<file path="src/rtl/ysyx_22041071_wb_arb_if.sv">
// Write-back arbiter bus bundle.
// Groups the pipeline WB request, the multi-cycle completion request,
// the scoreboard issue/busy signals, the regfile write port, the difftest
// commit stream, the sticky error flag and two debug views of internal state.
//
// Handshake: a requester raises *_valid and holds every payload field stable
// until it samples *_ready high in the same cycle; a transfer happens exactly
// in a cycle where valid and ready are both 1. Ready may depend
// combinationally on valid and never feeds back into it.
//
// Modports:
//   slave  - the arbiter side (takes requests, drives readies and results)
//   master - the environment side (pipeline / mul-div / scoreboard / observers)
interface ysyx_22041071_wb_arb_if;
  // pipeline WB request
  logic        p_valid;
  logic [63:0] p_pc;
  logic [31:0] p_ins;
  logic        p_wen;
  logic [4:0]  p_rd;
  logic [63:0] p_data;
  logic        p_ready;
  // multi-cycle completion request
  logic        m_valid;
  logic [63:0] m_pc;
  logic [31:0] m_ins;
  logic [4:0]  m_rd;
  logic [63:0] m_data;
  logic        m_ready;
  // scoreboard issue and busy view
  logic        sb_set;
  logic [4:0]  sb_rd;
  logic [31:0] sb_busy;
  // regfile write port
  logic        rf_wen;
  logic [4:0]  rf_waddr;
  logic [63:0] rf_wdata;
  // difftest commit stream
  logic        commit_valid;
  logic [63:0] commit_pc;
  logic [31:0] commit_ins;
  logic        commit_src;
  // sticky illegal-issue flag
  logic        err;
  // debug: WAW kill vector and contention pointer (1 = m won last contention)
  logic [31:0] dbg_kill;
  logic        dbg_last_grant;

  modport slave (
    input  p_valid, p_pc, p_ins, p_wen, p_rd, p_data,
    input  m_valid, m_pc, m_ins, m_rd, m_data,
    input  sb_set, sb_rd,
    output p_ready, m_ready, sb_busy,
    output rf_wen, rf_waddr, rf_wdata,
    output commit_valid, commit_pc, commit_ins, commit_src,
    output err, dbg_kill, dbg_last_grant
  );

  modport master (
    output p_valid, p_pc, p_ins, p_wen, p_rd, p_data,
    output m_valid, m_pc, m_ins, m_rd, m_data,
    output sb_set, sb_rd,
    input  p_ready, m_ready, sb_busy,
    input  rf_wen, rf_waddr, rf_wdata,
    input  commit_valid, commit_pc, commit_ins, commit_src,
    input  err, dbg_kill, dbg_last_grant
  );
endinterface

</file>
<file path="src/rtl/ysyx_22041071_wb_arb.sv">
// Write-back arbiter: merges the in-order pipeline write-back and the
// out-of-order multi-cycle (mul/div) completions onto one regfile write port
// and one difftest commit stream, one transfer per cycle.
// A busy scoreboard tracks registers with a pending multi-cycle write; a kill
// vector suppresses a stale multi-cycle write when a younger pipeline write
// to the same register has already retired (WAW).
//
// Ports:
//   clk   - clock, all state on rising edge
//   reset - synchronous active-low reset
//   bus   - ysyx_22041071_wb_arb_if.slave (requests, readies, rf/commit
//           outputs, sb_busy, err, debug state)
module ysyx_22041071_wb_arb (
  input  logic                    clk,
  input  logic                    reset,
  ysyx_22041071_wb_arb_if.slave   bus
);

  logic        rf_wen_q,       rf_wen_d;
  logic [4:0]  rf_waddr_q,     rf_waddr_d;
  logic [63:0] rf_wdata_q,     rf_wdata_d;
  logic        commit_valid_q, commit_valid_d;
  logic [63:0] commit_pc_q,    commit_pc_d;
  logic [31:0] commit_ins_q,   commit_ins_d;
  logic        commit_src_q,   commit_src_d;
  logic [31:0] sb_busy_q,      sb_busy_d;
  logic [31:0] kill_q,         kill_d;
  logic        err_q,          err_d;
  // 1 = m won the last contended cycle; reset to 0 so m wins the first one
  logic        last_grant_q,   last_grant_d;

  logic contended;
  logic grant_p;
  logic grant_m;

  assign contended = bus.p_valid & bus.m_valid;
  // Readies are forced low while in reset so nothing is accepted then.
  assign grant_m = reset & bus.m_valid & (~bus.p_valid | ~last_grant_q);
  assign grant_p = reset & bus.p_valid & (~bus.m_valid | last_grant_q);

  assign bus.p_ready        = grant_p;
  assign bus.m_ready        = grant_m;
  assign bus.rf_wen         = rf_wen_q;
  assign bus.rf_waddr       = rf_waddr_q;
  assign bus.rf_wdata       = rf_wdata_q;
  assign bus.commit_valid   = commit_valid_q;
  assign bus.commit_pc      = commit_pc_q;
  assign bus.commit_ins     = commit_ins_q;
  assign bus.commit_src     = commit_src_q;
  assign bus.sb_busy        = sb_busy_q;
  assign bus.err            = err_q;
  assign bus.dbg_kill       = kill_q;
  assign bus.dbg_last_grant = last_grant_q;

  always_comb begin
    rf_wen_d       = 1'b0;
    rf_waddr_d     = rf_waddr_q;
    rf_wdata_d     = rf_wdata_q;
    commit_valid_d = 1'b0;
    commit_pc_d    = commit_pc_q;
    commit_ins_d   = commit_ins_q;
    commit_src_d   = commit_src_q;
    sb_busy_d      = sb_busy_q;
    kill_d         = kill_q;
    err_d          = err_q;
    last_grant_d   = contended ? grant_m : last_grant_q;

    if (grant_p) begin
      rf_wen_d       = bus.p_wen & (bus.p_rd != 5'd0);
      rf_waddr_d     = bus.p_rd;
      rf_wdata_d     = bus.p_data;
      commit_valid_d = 1'b1;
      commit_pc_d    = bus.p_pc;
      commit_ins_d   = bus.p_ins;
      commit_src_d   = 1'b0;
      // Younger pipeline write retires ahead of a pending multi-cycle write.
      if (bus.p_wen && (bus.p_rd != 5'd0) && sb_busy_q[bus.p_rd])
        kill_d[bus.p_rd] = 1'b1;
    end else if (grant_m) begin
      rf_wen_d       = (bus.m_rd != 5'd0) & ~kill_q[bus.m_rd];
      rf_waddr_d     = bus.m_rd;
      rf_wdata_d     = bus.m_data;
      commit_valid_d = 1'b1;
      commit_pc_d    = bus.m_pc;
      commit_ins_d   = bus.m_ins;
      commit_src_d   = 1'b1;
      sb_busy_d[bus.m_rd] = 1'b0;
      kill_d[bus.m_rd]    = 1'b0;
    end

    // Issue applied after completion so a same-cycle set wins over the clear.
    if (bus.sb_set && (bus.sb_rd != 5'd0)) begin
      if (sb_busy_q[bus.sb_rd] && !(grant_m && (bus.m_rd == bus.sb_rd)))
        err_d = 1'b1;
      sb_busy_d[bus.sb_rd] = 1'b1;
    end

    sb_busy_d[0] = 1'b0;
    kill_d[0]    = 1'b0;
  end

  always_ff @(posedge clk) begin
    if (!reset) begin
      rf_wen_q       <= 1'b0;
      rf_waddr_q     <= 5'd0;
      rf_wdata_q     <= 64'd0;
      commit_valid_q <= 1'b0;
      commit_pc_q    <= 64'd0;
      commit_ins_q   <= 32'd0;
      commit_src_q   <= 1'b0;
      sb_busy_q      <= 32'd0;
      kill_q         <= 32'd0;
      err_q          <= 1'b0;
      last_grant_q   <= 1'b0;
    end else begin
      rf_wen_q       <= rf_wen_d;
      rf_waddr_q     <= rf_waddr_d;
      rf_wdata_q     <= rf_wdata_d;
      commit_valid_q <= commit_valid_d;
      commit_pc_q    <= commit_pc_d;
      commit_ins_q   <= commit_ins_d;
      commit_src_q   <= commit_src_d;
      sb_busy_q      <= sb_busy_d;
      kill_q         <= kill_d;
      err_q          <= err_d;
      last_grant_q   <= last_grant_d;
    end
  end

endmodule

</file>
<file path="src/flat_wrapper.sv">
// flat-port wrapper written by rule: the top's interface ports become plain ports
module ysyx_22041071_wb_arb_flat 
  (clk, reset, bus_p_valid, bus_p_pc, bus_p_ins, bus_p_wen, bus_p_rd, bus_p_data, bus_m_valid, bus_m_pc, bus_m_ins, bus_m_rd, bus_m_data, bus_sb_set, bus_sb_rd, bus_p_ready, bus_m_ready, bus_sb_busy, bus_rf_wen, bus_rf_waddr, bus_rf_wdata, bus_commit_valid, bus_commit_pc, bus_commit_ins, bus_commit_src, bus_err, bus_dbg_kill, bus_dbg_last_grant);
  ysyx_22041071_wb_arb_if bus_i ();
  input  logic clk;
  input  logic reset;
  input wire logic [$bits(bus_i.p_valid)-1:0] bus_p_valid;
  input wire logic [$bits(bus_i.p_pc)-1:0] bus_p_pc;
  input wire logic [$bits(bus_i.p_ins)-1:0] bus_p_ins;
  input wire logic [$bits(bus_i.p_wen)-1:0] bus_p_wen;
  input wire logic [$bits(bus_i.p_rd)-1:0] bus_p_rd;
  input wire logic [$bits(bus_i.p_data)-1:0] bus_p_data;
  input wire logic [$bits(bus_i.m_valid)-1:0] bus_m_valid;
  input wire logic [$bits(bus_i.m_pc)-1:0] bus_m_pc;
  input wire logic [$bits(bus_i.m_ins)-1:0] bus_m_ins;
  input wire logic [$bits(bus_i.m_rd)-1:0] bus_m_rd;
  input wire logic [$bits(bus_i.m_data)-1:0] bus_m_data;
  input wire logic [$bits(bus_i.sb_set)-1:0] bus_sb_set;
  input wire logic [$bits(bus_i.sb_rd)-1:0] bus_sb_rd;
  output wire logic [$bits(bus_i.p_ready)-1:0] bus_p_ready;
  output wire logic [$bits(bus_i.m_ready)-1:0] bus_m_ready;
  output wire logic [$bits(bus_i.sb_busy)-1:0] bus_sb_busy;
  output wire logic [$bits(bus_i.rf_wen)-1:0] bus_rf_wen;
  output wire logic [$bits(bus_i.rf_waddr)-1:0] bus_rf_waddr;
  output wire logic [$bits(bus_i.rf_wdata)-1:0] bus_rf_wdata;
  output wire logic [$bits(bus_i.commit_valid)-1:0] bus_commit_valid;
  output wire logic [$bits(bus_i.commit_pc)-1:0] bus_commit_pc;
  output wire logic [$bits(bus_i.commit_ins)-1:0] bus_commit_ins;
  output wire logic [$bits(bus_i.commit_src)-1:0] bus_commit_src;
  output wire logic [$bits(bus_i.err)-1:0] bus_err;
  output wire logic [$bits(bus_i.dbg_kill)-1:0] bus_dbg_kill;
  output wire logic [$bits(bus_i.dbg_last_grant)-1:0] bus_dbg_last_grant;
  assign bus_i.p_valid = bus_p_valid;
  assign bus_i.p_pc = bus_p_pc;
  assign bus_i.p_ins = bus_p_ins;
  assign bus_i.p_wen = bus_p_wen;
  assign bus_i.p_rd = bus_p_rd;
  assign bus_i.p_data = bus_p_data;
  assign bus_i.m_valid = bus_m_valid;
  assign bus_i.m_pc = bus_m_pc;
  assign bus_i.m_ins = bus_m_ins;
  assign bus_i.m_rd = bus_m_rd;
  assign bus_i.m_data = bus_m_data;
  assign bus_i.sb_set = bus_sb_set;
  assign bus_i.sb_rd = bus_sb_rd;
  assign bus_p_ready = bus_i.p_ready;
  assign bus_m_ready = bus_i.m_ready;
  assign bus_sb_busy = bus_i.sb_busy;
  assign bus_rf_wen = bus_i.rf_wen;
  assign bus_rf_waddr = bus_i.rf_waddr;
  assign bus_rf_wdata = bus_i.rf_wdata;
  assign bus_commit_valid = bus_i.commit_valid;
  assign bus_commit_pc = bus_i.commit_pc;
  assign bus_commit_ins = bus_i.commit_ins;
  assign bus_commit_src = bus_i.commit_src;
  assign bus_err = bus_i.err;
  assign bus_dbg_kill = bus_i.dbg_kill;
  assign bus_dbg_last_grant = bus_i.dbg_last_grant;
  ysyx_22041071_wb_arb u_core (.clk(clk), .reset(reset), .bus(bus_i));
endmodule
</file>
<file path="config.mk">
export PLATFORM = sky130hd
export DESIGN_NAME = ysyx_22041071_wb_arb_flat
export DESIGN_NICKNAME = d
export VERILOG_FILES = /design/src/rtl/ysyx_22041071_wb_arb_if.sv /design/src/rtl/ysyx_22041071_wb_arb.sv /design/src/flat_wrapper.sv
export SDC_FILE = /design/constraint.sdc
export NUM_CORES = 1
export LEC_CHECK = 0
export BUFFER_PORTS_ARGS = -buffer_cell sky130_fd_sc_hd__buf_2
export CORE_AREA = 2 2 221 223
export DETAILED_ROUTE_END_ITERATION = 8
export DIE_AREA = 0 0 223 225
export SETUP_SLACK_MARGIN = 0.3
export SYNTH_ARGS = -nofsm -noshare
export SYNTH_HDL_FRONTEND = slang
export SYNTH_SLANG_ARGS = --single-unit
</file>
<file path="constraint.sdc">
create_clock -name clk -period 3.2 [get_ports clk]
set_clock_uncertainty 0.1 [all_clocks]
set_input_delay 0.64 -clock clk [delete_from_list [all_inputs] [get_ports clk]]
set_output_delay 0.64 -clock clk [all_outputs]
set_load 0.02 [all_outputs]
</file>
==> flow_metrics.env <==
export IMPL_grt_overflow=0
export IMPL_setup_tns_ns=0
export IMPL_min_from="bus_m_data[62]"
export IMPL_crit_cells=3
export IMPL_cpPeakStageDelay_ns=0.39
export IMPL_dieWidth_um=223
export IMPL_slew_violations=0
export IMPL_fin_nets=2205
export IMPL_nFillCells=5115
export IMPL_p_total_w=0.00789
export IMPL_maxCapViolations=0
export IMPL_worstSetupStartpointType="register"
export IMPL_critPathMaxFanout=7
export IMPL_grt_max_degree=175
export IMPL_r2r_start="u_core.bus.dbg_last_grant$_SDFFE_PN0P_"
export IMPL_grt_antenna_before_repair=1
export IMPL_synth_seq_cells=232
export IMPL_postCtsSetupRepairBufs=0
export IMPL_track_usage=0.175
export IMPL_cts_sinks=232
export IMPL_die_h_um=225
export IMPL_via_per_inst=5.17
export IMPL_pwr_share_comb=0.191
export IMPL_layout_commonest_cell="buf_2"
export IMPL_wl_mm=47.5
export IMPL_critPathCaptureType="output port"
export IMPL_crit_buf_inv=1
export IMPL_cts_max_path_buffers=3
export IMPL_first_iter_violations=1013
export IMPL_io_buffers=574
export IMPL_power_density_mw_per_mm2=512
export IMPL_slew_headroom=0.306
export IMPL_htreeDepth=1
export IMPL_clk_pin_slew_worst_paths_ns=0.06
export IMPL_dp_hpwl_mm=33.9
export IMPL_synth_area_top_cells="dfxtp_1 41%, nand2_1 7.1%, o221ai_1 6.8%"
export IMPL_crit_slowest_cell="and2_1"
export IMPL_gp_congestion=0.908
export IMPL_hold_worst_slack_ns=0.249
export IMPL_power_frac_clock=0.404
export IMPL_cts_buffers=28
export IMPL_syn_area_sq_mm=0.0112
export IMPL_ir_drop_v=0.000297
export IMPL_synthesis_instances=1382
export IMPL_core_area_sq_mm=0.0475
export IMPL_synth_edf_count=0
export IMPL_fmax_mhz=410
export IMPL_ios=577
export IMPL_outcome="complete, no violations"
export IMPL_period_share=0.762
export IMPL_multi_input_area_sq_mm=0.00598
export IMPL_dp_slack_ns=0.542
export IMPL_reg2reg_depth=5
export IMPL_final_cell_mix="573 x buf_2, 231 x dfxtp_1, 209 x nand2_1"
export IMPL_clk_latency_ns=0.54
export IMPL_p_sw_w=0.00235
export IMPL_rows=80
export IMPL_seqCellArea_sq_mm=0.00465
export IMPL_path_cells="a21boi_4 > and2_1 > buf_2"
export IMPL_ff2ff_setup_slack_ns=1.15
export IMPL_p_leak_nw=6.71
export IMPL_yosys_warnings=0
export IMPL_setup_viol=0
export IMPL_startpoint="u_core.bus.dbg_last_grant$_SDFFE_PN0P_"
export IMPL_path_delay_family="simple AND/OR/NAND/NOR gates"
export IMPL_ant_nets=0
export IMPL_synth_cell_types=50
export IMPL_path_class="reg -> out"
export IMPL_seq_area_frac_synth=0.414
export IMPL_seqPwrFrac=0.405
export IMPL_tightest_slew_ns=1.04
export IMPL_root_buffer="clkbuf_16"
export IMPL_yosysTopAreaCellShare=0.414
export IMPL_drive_gt1_frac=0.353
export IMPL_post_synth_top_area_cell="dfxtp_1"
export IMPL_synth_main_ff_cell="dfxtp_1"
export IMPL_wire_per_inst_um=19.0
export IMPL_required_ns=2.46
export IMPL_rsz0062_at_grt="no"
export IMPL_drc=0
export IMPL_cp_endpoint="bus_m_ready"
export IMPL_grt_pass1_vias=12400
export IMPL_vias=12900
export IMPL_async_reset_ff_frac=0
export IMPL_post_cts_resize_count=0
export IMPL_cts_tree="built"
export IMPL_grt_pass1_wl_mm=70.7
export IMPL_r2r_end="u_core.bus.rf_wdata[13]$_SDFFE_PN0P_"
export IMPL_p_int_w=0.00554
export IMPL_worst_slack_ns=0.761
export IMPL_hold_violations=0
export IMPL_cp_arrival_ns=1.70
export IMPL_netSwitchingFraction=0.297
export IMPL_holdCritPathClass="in -> reg"
export IMPL_holdBufCountCts=0
export IMPL_min_period_ns=2.44
export IMPL_synth_area_per_cell_sq_um=8.12
export IMPL_die_area_sq_mm=0.0502
export IMPL_firstDrtPassIters=7
export IMPL_areaGrowthSynthToFinish_pct=37.3
export IMPL_start_util=0.236
==> stage by stage <==
step	instance area, sq um	instances	util
global route	15400	2497	0.324
floorplan	11200	1383	-
CTS	15400	2496	0.324
detailed placement	14500	2449	0.305
global placement	14500	2449	0.305
finish	15400	2497	0.324
==> worst min path at each step <==
stage | cells past startpoint | end | slack [ns]
3_3_place_gp | 2 | u_core.bus.err$_SDFFE_PN0P_ | 0.36
2_1_floorplan | 2 | u_core.bus.err$_SDFFE_PN0P_ | 0.42
6_report | 3 | u_core.bus.rf_wdata[62]$_SDFFE_PN0P_ | 0.25
4_1_cts | 3 | u_core.bus.commit_pc[17]$_SDFFE_PN0P_ | 0.21
5_1_grt | 3 | u_core.bus.commit_pc[22]$_SDFFE_PN0P_ | 0.23
3_5_place_dp | 2 | u_core.bus.commit_pc[48]$_SDFFE_PN0P_ | 0.37
==> per-layer routing <==
| layer | global-route usage | wire length [um] | vias to the layer above |
|---|---|---|---|
| met1 | 0.214 | 18600 | 6141 |
| met4 | 0.0632 | 1400 | 0 |
| met5 | 0 | 0 | - |
| met2 | 0.307 | 23700 | 642 |
| li1 | - | - | 6027 |
| met3 | 0.0340 | 3900 | 99 |
==> sequential cells by signal, summed over array words and instances (netlist names) <==
name	flops
u_core.bus.rf_waddr	5
u_core.bus.commit_pc	64
u_core.bus.dbg_kill	31
u_core.bus.commit_ins	32
u_core.bus.rf_wdata	64
u_core.bus.commit_src	1
u_core.bus.rf_wen	1
u_core.bus.err	1
u_core.bus.sb_busy	31
u_core.bus.dbg_last_grant	1
u_core.bus.commit_valid	1
==> cell type report <==
| class | count | area share |
|---|---|---|
| Antenna cell | 1 | 0.000162 |
| Multi-Input combinational cell | 1005 | 0.388 |
| Timing Repair Buffer | 592 | 0.200 |
| Tap cell | 615 | 0.0500 |
| Inverter | 5 | 0.00130 |
| Clock buffer | 40 | 0.0530 |
| Clock inverter | 7 | 0.00585 |
| Sequential cell | 232 | 0.302 |
==> tightest hold or removal path: cells and delay by family <==
family | cells | cell delay (ns)
buffers and inverters | 1 | 0.09
and+or+nand+nor | 1 | 0.05
AOI/OAI and AO/OA | 1 | 0.07
==> synth_stat cells (5+ instances only) <==
library cell    n
clkbuf_1      106
nor2_1        107
o21ai_0       142
or2_2           5
o221ai_1       87
mux4_2         14
dfxtp_1       232
a22oi_1         5
nor3b_1         5
a21oi_1       146
buf_6           6
a311oi_1       78
and2_1          5
buf_1          13
o31ai_1        28
buf_2          13
nand2_1       211
mux2i_1        19
nand3_1         5
nand2b_1       87
==> logic make-up (layout without fill, tap and decap cells) <==
| group | after synthesis | in the layout | share of synthesized area |
|---|---|---|---|
| other cells | 1 | 3 | 0.000334 |
| flops | 232 | 232 | 0.414 |
| mux | 34 | 34 | 0.0460 |
| simple gates | 456 | 456 | 0.185 |
| xor+xnor | 6 | 6 | 0.00468 |
| compound gates | 507 | 507 | 0.294 |
| buf+inv | 146 | 644 | 0.0553 |
==> power by group through the flow <==
stage	clock, W	sequential, W	combinational (W)
final	0.00319	0.00320	0.00151
after global routing	0.00341	0.00322	0.00163
after CTS	0.00328	0.00319	0.00151
after detailed placement	0	0.00325	0.00150
after global placement	0	0.00325	0.00148
after floorplan	0	0.00348	0.000651
Power figures use the tool's default switching activity.
